--- src/rtl/mem_access_ctrl.sv ---
// Load/store controller between the MEM stage and a word-wide data RAM port.
// It turns byte/half/word requests into word-aligned RAM accesses with
// byte-lane masks and replicated store data. Loads hold ram_re for
// WAIT_CYCLES+1 cycles, and the extended read data is captured at the end of
// that window. Misaligned or illegal-size requests skip the RAM and answer
// with resp_misalign set.
module mem_access_ctrl #(
  parameter int WAIT_CYCLES = 1
) (
  input  logic        clk,
  input  logic        rst,
  input  logic        req_valid,
  input  logic        req_we,
  input  logic [1:0]  req_size,
  input  logic        req_unsigned,
  input  logic [31:0] req_addr,
  input  logic [31:0] req_wdata,
  output logic        req_ready,
  output logic        stall,
  output logic        resp_valid,
  output logic [31:0] resp_rdata,
  output logic        resp_misalign,
  output logic        ram_re,
  output logic        ram_we,
  output logic [31:0] ram_addr,
  output logic [31:0] ram_wdata,
  output logic [3:0]  ram_mask,
  input  logic [31:0] ram_rdata
);

  localparam logic [1:0] ST_IDLE   = 2'd0;
  localparam logic [1:0] ST_ACCESS = 2'd1;
  localparam logic [1:0] ST_RESP   = 2'd2;

  localparam logic [3:0] WAIT_INIT = 4'(WAIT_CYCLES);

  localparam logic [1:0] SZ_BYTE = 2'b00;
  localparam logic [1:0] SZ_HALF = 2'b01;
  localparam logic [1:0] SZ_WORD = 2'b10;

  logic [1:0]  state_reg;
  logic [3:0]  cnt_reg;
  logic        we_reg;
  logic [1:0]  size_reg;
  logic        unsigned_reg;
  logic [1:0]  lane_reg;
  logic        ram_re_reg;
  logic        ram_we_reg;
  logic [31:0] ram_addr_reg;
  logic [31:0] ram_wdata_reg;
  logic [3:0]  ram_mask_reg;
  logic [31:0] resp_rdata_reg;
  logic        resp_misalign_reg;

  logic        misalign;
  logic [1:0]  lane_in;
  logic [3:0]  mask_in;
  logic [31:0] wdata_rep;
  logic [31:0] rdata_shifted;
  logic [31:0] load_data;

  assign lane_in = req_addr[1:0];

  // Alignment check on the incoming request; size 11 is never legal
  always_comb begin
    misalign = 1'b0;
    case (req_size)
      SZ_HALF: misalign = req_addr[0];
      SZ_WORD: misalign = |req_addr[1:0];
      2'b11:   misalign = 1'b1;
      default: misalign = 1'b0;
    endcase
  end

  // One enable bit per byte lane, derived from access size and lane offset
  for (genvar gi = 0; gi < 4; gi++) begin : g_lane_mask
    localparam logic [1:0] LANE = 2'(gi);
    assign mask_in[gi] = (req_size == SZ_WORD) ||
                         ((req_size == SZ_BYTE) && (lane_in == LANE)) ||
                         ((req_size == SZ_HALF) &&
                          ((lane_in == LANE) || ((lane_in + 2'd1) == LANE)));
  end

  // Replicate store data across lanes so the mask alone selects the bytes
  always_comb begin
    wdata_rep = req_wdata;
    case (req_size)
      SZ_BYTE: wdata_rep = {4{req_wdata[7:0]}};
      SZ_HALF: wdata_rep = {2{req_wdata[15:0]}};
      default: wdata_rep = req_wdata;
    endcase
  end

  // Move the addressed lane down to bit 0, then sign- or zero-extend it
  assign rdata_shifted = ram_rdata >> {lane_reg, 3'b000};

  always_comb begin
    load_data = rdata_shifted;
    case (size_reg)
      SZ_BYTE: load_data = {{24{~unsigned_reg & rdata_shifted[7]}}, rdata_shifted[7:0]};
      SZ_HALF: load_data = {{16{~unsigned_reg & rdata_shifted[15]}}, rdata_shifted[15:0]};
      default: load_data = rdata_shifted;
    endcase
  end

  // Access FSM: accept in IDLE, drive the RAM in ACCESS, pulse the response in RESP
  always_ff @(posedge clk) begin
    if (!rst) begin
      state_reg         <= ST_IDLE;
      cnt_reg           <= 4'd0;
      we_reg            <= 1'b0;
      size_reg          <= 2'b00;
      unsigned_reg      <= 1'b0;
      lane_reg          <= 2'b00;
      ram_re_reg        <= 1'b0;
      ram_we_reg        <= 1'b0;
      ram_addr_reg      <= 32'd0;
      ram_wdata_reg     <= 32'd0;
      ram_mask_reg      <= 4'd0;
      resp_rdata_reg    <= 32'd0;
      resp_misalign_reg <= 1'b0;
    end else begin
      case (state_reg)
        ST_IDLE: begin
          if (req_valid) begin
            if (misalign) begin
              state_reg         <= ST_RESP;
              resp_rdata_reg    <= 32'd0;
              resp_misalign_reg <= 1'b1;
            end else begin
              state_reg     <= ST_ACCESS;
              we_reg        <= req_we;
              size_reg      <= req_size;
              unsigned_reg  <= req_unsigned;
              lane_reg      <= lane_in;
              cnt_reg       <= WAIT_INIT;
              ram_addr_reg  <= {req_addr[31:2], 2'b00};
              ram_re_reg    <= ~req_we;
              ram_we_reg    <= req_we;
              ram_mask_reg  <= req_we ? mask_in : 4'd0;
              ram_wdata_reg <= req_we ? wdata_rep : 32'd0;
            end
          end
        end
        ST_ACCESS: begin
          if (we_reg || (cnt_reg == 4'd0)) begin
            // Store completes after its single write cycle; load after the wait window
            state_reg         <= ST_RESP;
            resp_rdata_reg    <= we_reg ? 32'd0 : load_data;
            resp_misalign_reg <= 1'b0;
            ram_re_reg        <= 1'b0;
            ram_we_reg        <= 1'b0;
            ram_addr_reg      <= 32'd0;
            ram_wdata_reg     <= 32'd0;
            ram_mask_reg      <= 4'd0;
          end else begin
            cnt_reg <= cnt_reg - 4'd1;
          end
        end
        ST_RESP: begin
          state_reg <= ST_IDLE;
        end
        default: begin
          state_reg <= ST_IDLE;
        end
      endcase
    end
  end

  assign req_ready     = (state_reg == ST_IDLE);
  assign resp_valid    = (state_reg == ST_RESP);
  assign stall         = req_valid & ~resp_valid;
  assign resp_rdata    = resp_rdata_reg;
  assign resp_misalign = resp_misalign_reg;
  assign ram_re        = ram_re_reg;
  assign ram_we        = ram_we_reg;
  assign ram_addr      = ram_addr_reg;
  assign ram_wdata     = ram_wdata_reg;
  assign ram_mask      = ram_mask_reg;

endmodule
--- config.mk ---
export PLATFORM = sky130hd
export DESIGN_NAME = mem_access_ctrl
export DESIGN_NICKNAME = d
export VERILOG_FILES = /design/src/rtl/mem_access_ctrl.sv
export SDC_FILE = /design/constraint.sdc
export NUM_CORES = 1
export LEC_CHECK = 0
export CAP_MARGIN = 15
export CORE_AREA = 4 4 108 110
export DETAILED_ROUTE_END_ITERATION = 10
export DIE_AREA = 0 0 112 114
export HOLD_SLACK_MARGIN = 0.15
export PLACE_DENSITY_LB_ADDON = 0.08
export RECOVER_POWER = 25
export SKIP_LAST_GASP = 1
export SYNTH_ARGS = -nofsm -noshare
export SYNTH_HDL_FRONTEND = slang
export SYNTH_SLANG_ARGS = --single-unit
--- constraint.sdc ---
create_clock -name clk -period 4.37 [get_ports clk]
set_input_delay 0.437 -clock clk [delete_from_list [all_inputs] [get_ports clk]]
set_output_delay 0.437 -clock clk [all_outputs]
set_load 0.05 [all_outputs]
### Word-level counts from Yosys, hierarchy flattened

Cells that the tools add are included.

| storage, ports and cells | value |
|---|---|
| logic and storage cells | 113 |
| output and inout port bits | 106 |
| input bits | 103 |
| register bits after elaboration | 115 |

| cells by class | value |
|---|---|
| equal/unequal tests | 17 |
| bitwise logic cells | 7 |
| shift operators | 1 |
| add/sub/neg operators | 2 |
| multiplexer cells | 39 |
| reductions and logical operators | 34 |

Operators with widths:

| cell | number |
|---|---|
| two-way mux 32 bit | 10 |
| case mux 32 bit (2 select lines) | 5 |
| right shift 32 x 5 -> 32 bit | 1 |
| two-way mux 4 bit | 7 |
| case mux 4 bit (2 select lines) | 2 |
| == test 2 bit (second input constant) | 7 |
| logical OR 1 bit | 13 |
| AND reduction 4 bit | 3 |
| == test 2 x 1 -> 1 bit (second input constant) | 5 |
| zero test 2 bit | 5 |
| logical AND 1 bit | 8 |
| != test 2 bit (second input constant) | 4 |
| two-way mux 1 bit | 7 |
| two-way mux 2 bit | 3 |
| case mux 1 bit (2 select lines) | 3 |
| zero test 4 bit | 1 |
| NOT 1 bit | 4 |
| case mux 2 bit (2 select lines) | 1 |
| subtractor 4 x 1 -> 4 bit (second input constant) | 1 |
| bitwise AND 1 bit | 3 |
| case mux 1 bit (3 select lines) | 1 |
| AND reduction 3 bit | 1 |
| adder 2 x 1 -> 2 bit (second input constant) | 1 |
| != test 2 x 1 -> 1 bit (second input constant) | 1 |
| other kinds (3) | 3 |

### Longest topological paths before layout

Gate-level depths: netlist (run 1).

| depth | value |
|---|---|
| depth after elaboration | 9 |
| depth in mapped cells | 9 |
| mapped depth without buffers | 6 |

### Least setup slack after synthesis (run 1)

No wires, ideal clock.

| timing path | value |
|---|---|
| path type | register to register |
| from | register cnt_reg[0] |
| to | register resp_rdata_reg[20], in the netlist resp_rdata[20] |
| stages on the path, launching flop included | 10 |
| data required time | 4.253 ns |
| setup time | 0.117 ns |
| arrival | 1.937 ns |
| buffers on the path | 3 |
| clock period less this slack | 2.054 ns |
| slack | 2.316 ns |
| cell sequence | dfxtp_1 > inv_1 > ha_1 > or3b_1 > buf_2 > a31o_1 > buf_6 > o21a_4 > buf_6 > a22o_1 |

| between the ends | value |
|---|---|
| cells in the longest elaborated chain, start to end | 4 |

RTL lines:

| item | line | RTL |
|---|---|---|
| from (decl) | 42 | `logic [3:0] cnt_reg;` |
| from (signal assigned) | 157 | `cnt_reg <= cnt_reg - 4'd1;` |
| zero test 4 bit | 146 | `if (we_reg \|\| (cnt_reg == 4'd0)) begin` |
| logical OR 1 bit | 146 |  |
| != test 2 bit (no line) | -- |  |
| AND reduction 4 bit (no line) | -- |  |
| to (signal assigned) | 149 | `resp_rdata_reg <= we_reg ? 32'd0 : load_data;` |
| to (decl) | 52 | `logic [31:0] resp_rdata_reg;` |

Every way passes these cells.
A chain may end at the register's enable or synchronous reset.

### Worst setup path in the final report (run 1)

| timing path | value |
|---|---|
| from | register cnt_reg[0] |
| to | register ram_addr_reg[22], in the netlist ram_addr[22] |

| between the ends | value |
|---|---|
| cells in the longest elaborated chain, start to end | 4 |

RTL lines:

| item | line | RTL |
|---|---|---|
| zero test 4 bit | 146 |  |
| logical OR 1 bit | 146 |  |
| != test 2 bit (no line) | -- |  |
| AND reduction 4 bit (no line) | -- |  |
| to (signal assigned) | 137 | `ram_addr_reg <= {req_addr[31:2], 2'b00};` |
| to (decl) | 49 | `logic [31:0] ram_addr_reg;` |

Every way passes these cells.

==> impl_results.md, run 1 <==
* Post-DP HPWL at between 10,000 and 15,000 um
* Clk sinks at ~110
* Worst hold-check path type: flip-flop to flip-flop
* Final hold vios at 0
* Max Slew Vio Count at 0
* Relative slew slack at a little under two fifths
* Syn_area_per_cell at ~10 sq um
* Root Driver: clkbuf_8
* FMAX at 0.367 GHz
* Die footprint at ~0.013 sq mm
* Antenna cell count at 0
* Pint at about 2.4 mW
* Via count at 4,435
* Req. time, crit path at slightly below 5000 ps
* Type of the worst setup path: flip-flop to flip-flop
* DRT met1 WL at 6010 um
* Pin count of the biggest net entering global routing at 39
* PostCTS Resize Cnt at 0
* Commonest non-fill, non-tap cell in the layout: clkdlybuf4s50_1
* TritonCTS buffer count at 17
* Core area at about 0.011 sq mm
* Maximum buffer depth of the clock tree at 2
* Met3 wire len at ~1400 um
* Pwr Density at around 420 mW/mm^2
* Fraction of layout cells with a size suffix above 1 at roughly 7.7%
* Setup tns final at 0 ps
* Grt total ovfl at 0
* Register area share after synthesis at 46.9%
* Async set or reset register ratio after synthesis at 0%
* Clk pwr share at between 40% and 50%
* Number of fill cells in the layout at around 830
* Initial cell density of the core at a little under half
* Clk_skew at 4.44 ps
* DRC at 0
* H-tree levels at 4
* Clock Latency Late Sink at 510 ps
* Final GP Congestion at about 0.88
* Worst setup SP type: flip-flop
* Crit path capture type: flip-flop
* Setup-failing EPs final at 0
* RSZ-0062 raised after global routing: false
* Sw frac at between 20 and 25%
* Worst EP arrival at between 3000 and 4000 ps
* Crit Path Max Fanout at 38
* Gr usage total at 23.2%
* Clock Pin Slew Worst Setup and Hold Paths at about 60 ps
* Sequential Area at between 0.002 and 0.0025 sq mm
* Die span in x at 112 um
* Number of flops mapped to enable cells by yosys at 0
* Max_cap viols at 0
* Die H at roughly 110 um
* Status: completed
* P&R area growth vs syn at 57.6%
* Worst vdd ir at about 0.00024 V
* Port bufs at slightly above 200
* Period utilization at between 60 and 70%
* Synth Warn # at 0
* Post-CTS setup buffer count at 0
* Final std cells w/o fill at ~810
* Synthesized area at slightly below 0.005 sq mm
* Yosys cell types at 44
* Starting DRT DRC Count at between 200 and 250
* Worst Tran Pin Value at approximately 930 ps
* First-pass GRT wire length at between 20,000 and 25,000 um
* Final min period at between 2000 and 3000 ps
* Antenna violations before repair at 0
* Most frequent cells in the layout: clkdlybuf4s50_1, dfxtp_1, a22o_1, mux2i_1, dlygate4sd3_1
* Post-Route WL at approximately 15,000 um
* Post-synthesis sequential element count at ~110
* Multi-input combinational cell area at ~0.0024 sq mm
* P_sw at between 0.7 and 0.8 mW
* DR top layer: met4
* Via density at ~5.5
* Antenna-violating nets left at 0
* Dpl cells at just under 800
* # hold bufs at CTS at 0
* Synth Flop Type: dfxtp_1
* Drt wl/cell at between 15 and 20 um
* TritonCTS clock tree: done
* Top-level I/O count at around 210
* # nets final at about 770
* Sequential Power Share at between 30% and 40%
* Comb power frac at between 10% and 20%
* Met2 Wirelength at around 7000 um
* DRT Pass-1 Iters at 5
* Num rows at 38
* Cells after Synth at between 400 and 500
* Vias in the first global route at 4,622
* Leakage at around 3.0 nW
final timing paths:
kind | start | endpoint | slack [ps] | cells past startpoint
worst max-delay path | cnt_reg[0] | ram_addr[22] | 1640 | 7
worst min-delay path | resp_rdata[29] | resp_rdata[29] | 460 | 1
worst max register to register | cnt_reg[0] | ram_addr[22] | 1640 | 7
worst min register to register | resp_rdata[29] | resp_rdata[29] | 460 | 1
worst max-delay path: stages, from the launching register on:
cell	delay, ps
dfxtp_1	370
inv_1	80
ha_1	220
or3b_1	270
a31o_1	410
o21a_2	610
buf_4	480
a22o_1	210
Yosys cell counts, types with 2 or more instances:
master / count / area [sq um]
o211ai_1: 8 / 60.1
mux2i_1: 45 / 450
xor2_1: 2 / 17.5
a21o_1: 2 / 15.0
clkbuf_1: 16 / 60.1
a22o_1: 56 / 490
a221oi_1: 8 / 70.1
inv_1: 9 / 33.8
a21boi_0: 8 / 60.1
and2_1: 4 / 25.0
dfxtp_1: 113 / 2260
nand2_1: 22 / 82.6
a21oi_1: 11 / 55.1
nand3_1: 4 / 20.0
nor3_1: 3 / 15.0
o211a_1: 2 / 20.0
o21ai_0: 27 / 135
ha_1: 7 / 87.6
buf_4: 3 / 22.5
buf_6: 3 / 33.8
buf_2: 12 / 60.1
nand2b_1: 4 / 25.0
nor3b_1: 4 / 30.0
nor2_1: 16 / 60.1
nor2b_1: 10 / 62.6
mux2_2: 9 / 101
o2bb2ai_1: 36 / 315
buf_1: 2 / 7.51
through the flow:
step	utilization, %	setup WS (ps)	power, mW	instance area [sq um]	hold WS [ps]
2_1_floorplan	-	2320	1.43	4830	459
3_3_place_gp	64.8	1380	1.63	6930	449
3_5_place_dp	64.8	1280	1.64	6930	448
4_1_cts	71.1	1640	3.21	7610	465
5_1_grt	71.1	1390	3.29	7610	471
6_report	71.1	1640	3.18	7610	455
final cells by class:
class,instances,share of cell area (%)
clock buffers,22,6.22
clock inverters,10,2.66
inverters,9,0.444
multi-input cells,305,30.9
flip-flops and latches,113,29.7
well taps,140,2.30
repair buffers,212,27.7
power groups by stage:
stage	Combinational [mW]	Sequential, mW	Clock [mW]
final	0.517	1.10	1.56
after global routing	0.552	1.10	1.63
after CTS	0.524	1.10	1.59
after detailed placement	0.521	1.12	0
after global placement	0.516	1.12	0
after floorplan	0.196	1.23	0
metal layers:
| metal | up-vias | track usage [%] |
|---|---|---|
| met5 | - | 0 |
| met3 | 28 | 9.39 |
| met2 | 189 | 38.5 |
| li1 | 2136 | - |
| met1 | 2082 | 26.7 |
| met4 | 0 | 9.62 |
cells by family (layout without fill, tap and decap cells):
logic type	count (synthesis)	in the layout	synth area share, %
DFF	113	113	46.9
muxes	55	55	11.9
adders and majority gates	7	7	1.81
and+or+nand+nor	73	73	7.72
xor gates and xnor gates	2	2	0.363
AOI/OAI and AO/OA	166	166	26.7
buffers and inverters	45	253	4.51
other	1	2	0.0777
(Power assumes the default switching activity.)
==> run 2, diff against run 1 <==
--- a/config.mk
+++ b/config.mk
@@ -6,9 +6,9 @@
 export NUM_CORES = 1
 export LEC_CHECK = 0
 export CAP_MARGIN = 15
-export CORE_AREA = 4 4 108 110
+export CORE_AREA = 4 4 113 115
 export DETAILED_ROUTE_END_ITERATION = 10
-export DIE_AREA = 0 0 112 114
+export DIE_AREA = 0 0 117 119
 export HOLD_SLACK_MARGIN = 0.15
 export PLACE_DENSITY_LB_ADDON = 0.08
 export RECOVER_POWER = 25
==> constraint.sdc (replaced) <==
create_clock -name clk -period 2.72 [get_ports clk]
set_input_delay 0.272 -clock clk [delete_from_list [all_inputs] [get_ports clk]]
set_output_delay 0.272 -clock clk [all_outputs]
set_load 0.05 [all_outputs]
==> impl_results.md, run 2 (synthesized netlist as in run 1, its figures left out) <==
* Status: completed
* Setup tns final at 0 ps (unchanged)
* Hold path startpoint: ram_wdata[21]
* Final WS setup at 407 ps (-1240 ps)
* Final hold vios at 0 (unchanged)
* Buf+Inv Stages, Crit Path at 2 (unchanged)
* Crit Path Max Fanout at 68 (+79%)
* Post-CTS setup buffer count at 0 (unchanged)
* Dpl cells at 793 (+1.8%)
* Clock Latency Late Sink at 410 ps (-100 ps)
* Req. time, crit path at 3010 ps (-1810 ps)
* Comb power frac at 17.3% (+1.0 points)
* Post-DP HPWL at 11,000 um (+1.4%)
* Via density at 5.40 (-1.3%)
* Clk sinks at 113 (unchanged)
* Relative slew slack at 34.8% (-2.7 points)
* Most frequent cells in the layout: clkdlybuf4s50_1, dfxtp_1, a22o_1, dlygate4sd3_1, mux2i_1
* Die footprint at 0.0139 sq mm (+9.0%)
* Top-level I/O count at 209 (unchanged)
* Grt total ovfl at 0 (unchanged)
* First-pass GRT wire length at 23,800 um (+0.58%)
* Antenna cell count at 0 (unchanged)
* TritonCTS buffer count at 17 (unchanged)
* Final min period at 2310 ps (-415 ps)
* Sw frac at 27.8% (+2.9 points)
* Sequential Area at 0.00226 sq mm (unchanged)
* Period utilization at 85.0% (+23 points)
* Clock Pin Slew Worst Setup and Hold Paths at 60 ps (about the same)
* Final std cells w/o fill at 825 (+1.7%)
* Instance count on the critical path at 7 (unchanged)
* Multi-input combinational cell area at 0.00235 sq mm (unchanged)
* Post-Route WL at 15,100 um (+1.9%)
* Worst reg-to-reg setup slack at 410 ps (-1240 ps)
* Crit path capture type: flip-flop
* Vias in the first global route at 4,607 (-0.32%)
* Commonest non-fill, non-tap cell in the layout: clkdlybuf4s50_1
* Clk_skew at 6.43 ps (+2.00 ps)
* Design area at 0.00761 sq mm (about the same)
* Via count at 4,453 (+0.41%)
* # nets final at 775 (+0.91%)
* Fraction of layout cells with a size suffix above 1 at 8.70% (+0.95 points)
* Core area at 0.0118 sq mm (+10%)
* TritonCTS clock tree: done
* Maximum buffer depth of the clock tree at 2 (unchanged)
* P_sw at 1.36 mW (+71%)
* Critical Path Max Stage Delay at 450 ps (-160 ps)
* Starting DRT DRC Count at 220 (+6.8%)
* Num rows at 40 (+5.3%)
* Max Slew Vio Count at 0 (unchanged)
* Worst R2R Path Depth at 7 (unchanged)
* Leakage at 3.05 nW (+0.31%)
* Drt wl/cell at 18.4 um (+0.15%)
* H-tree levels at 4 (unchanged)
* Gr usage total at 21.9% (-1.3 points)
* Pwr Density at 642 mW/mm^2 (+54%)
* Cell Chain, Critical Path: inv_1, ha_1, or3b_1, a31o_1, o21a_2, buf_12, a22o_1
* Number of fill cells in the layout at 955 (+15%)
* Worst setup SP type: flip-flop
* Clk pwr share at 46.7% (-2.5 points)
* Antenna violations before repair at 0 (unchanged)
* Pre-CTS setup slack at 274 ps (-1000 ps)
* Worst EP arrival at 2610 ps (-570 ps)
* Port bufs at 206 (unchanged)
* # hold bufs at CTS at 0 (unchanged)
* Min-Delay Path Depth at 1 (unchanged)
* Fin Hold WS at 453 ps (-1.91 ps)
* Family with the most delay on the worst path: compound AO/OA/AOI/OAI gates
* Hold-critical path endpoint: ram_wdata[21]
* Die H at 119 um (+4.4%)
* P&R area growth vs syn at 57.6% (about the same)
* PostCTS Resize Cnt at 0 (unchanged)
* Sequential Power Share at 36.0% (+1.5 points)
* DRC at 0 (unchanged)
* Worst hold-check path type: flip-flop to flip-flop
* Crit Reg-Reg Startpoint: cnt_reg[0]
* Setup-failing EPs final at 0 (unchanged)
* Final GP Congestion at 0.819 (-6.6%)
* Type of the worst setup path: flip-flop to flip-flop
* Root Driver: clkbuf_16
* Pint at 3.53 mW (+48%)
* DRT Pass-1 Iters at 4 (-1)
* Reg-to-Reg End: ram_addr[10]
* Worst vdd ir at 0.000376 V (+56%)
* Slowest stage cell, crit path: or3b_1
* Pin count of the biggest net entering global routing at 69 (+77%)
* Dpl cell area at 0.00700 sq mm (+1.1%)
* Die span in x at 117 um (+4.5%)
* Worst Tran Pin Value at 975 ps (+40.7 ps)
* FMAX at 0.432 GHz (+18%)
* Antenna-violating nets left at 0 (unchanged)
* RSZ-0062 raised after global routing: false
* Max_cap viols at 0 (unchanged)
* Initial cell density of the core at 40.9% (-4.3 points)
[run 2: cell type report]
| class | instances | area share [%] |
|---|---|---|
| clock buffer | 17 | 5.59 |
| clock inverter | 15 | 2.42 |
| inverter | 9 | 0.444 |
| multi-input combinational | 305 | 30.9 |
| sequential | 113 | 29.7 |
| tap | 147 | 2.42 |
| timing repair buffer | 219 | 28.5 |
[run 2: how the worst max path moves through the flow]
stage	start	endpoint	slack, ps
5_1_grt	cnt_reg[0]	ram_addr[10]	310
2_1_floorplan	cnt_reg[0]	resp_rdata[20]	670
3_5_place_dp	req_addr[1]	ram_wdata[28]	270
4_1_cts	cnt_reg[0]	ram_addr[10]	400
3_3_place_gp	req_addr[1]	resp_rdata[21]	390
6_report	cnt_reg[0]	ram_addr[10]	410
[run 2: routing by layer]
metal  global-route usage [%]  share of wire [%]  wire [um]
met1                     25.9                 41       6250
met2                     34.7                 47       7170
met3                     10.6                9.6       1450
met4                     7.31                1.9        281
met5                        0                  0          0
[run 2: per-stage QoR]
stage | utilization, % | power, mW
final | 64.4 | 4.88
after global routing | 64.4 | 5.07
after CTS | 64.5 | 4.94
after detailed placement | 59.3 | 2.65
after global placement | 59.3 | 2.64
after floorplan | - | 2.29
[run 2: power groups by stage]
stage	Combinational, mW	Sequential (mW)	Clock (mW)
final	0.846	1.76	2.28
after global routing	0.903	1.77	2.40
after CTS	0.860	1.76	2.32
after detailed placement	0.856	1.80	0
after global placement	0.848	1.79	0
after floorplan	0.315	1.98	0
==> run 3, diff against run 2 <==
--- a/config.mk
+++ b/config.mk
@@ -7,6 +7,7 @@
 export LEC_CHECK = 0
 export CAP_MARGIN = 15
 export CORE_AREA = 4 4 113 115
+export CTS_CLUSTER_DIAMETER = 40
 export DETAILED_ROUTE_END_ITERATION = 10
 export DIE_AREA = 0 0 117 119
 export HOLD_SLACK_MARGIN = 0.15
==> results of run 3 <==
Final layout, timing and power as in run 2 (identical DEF).
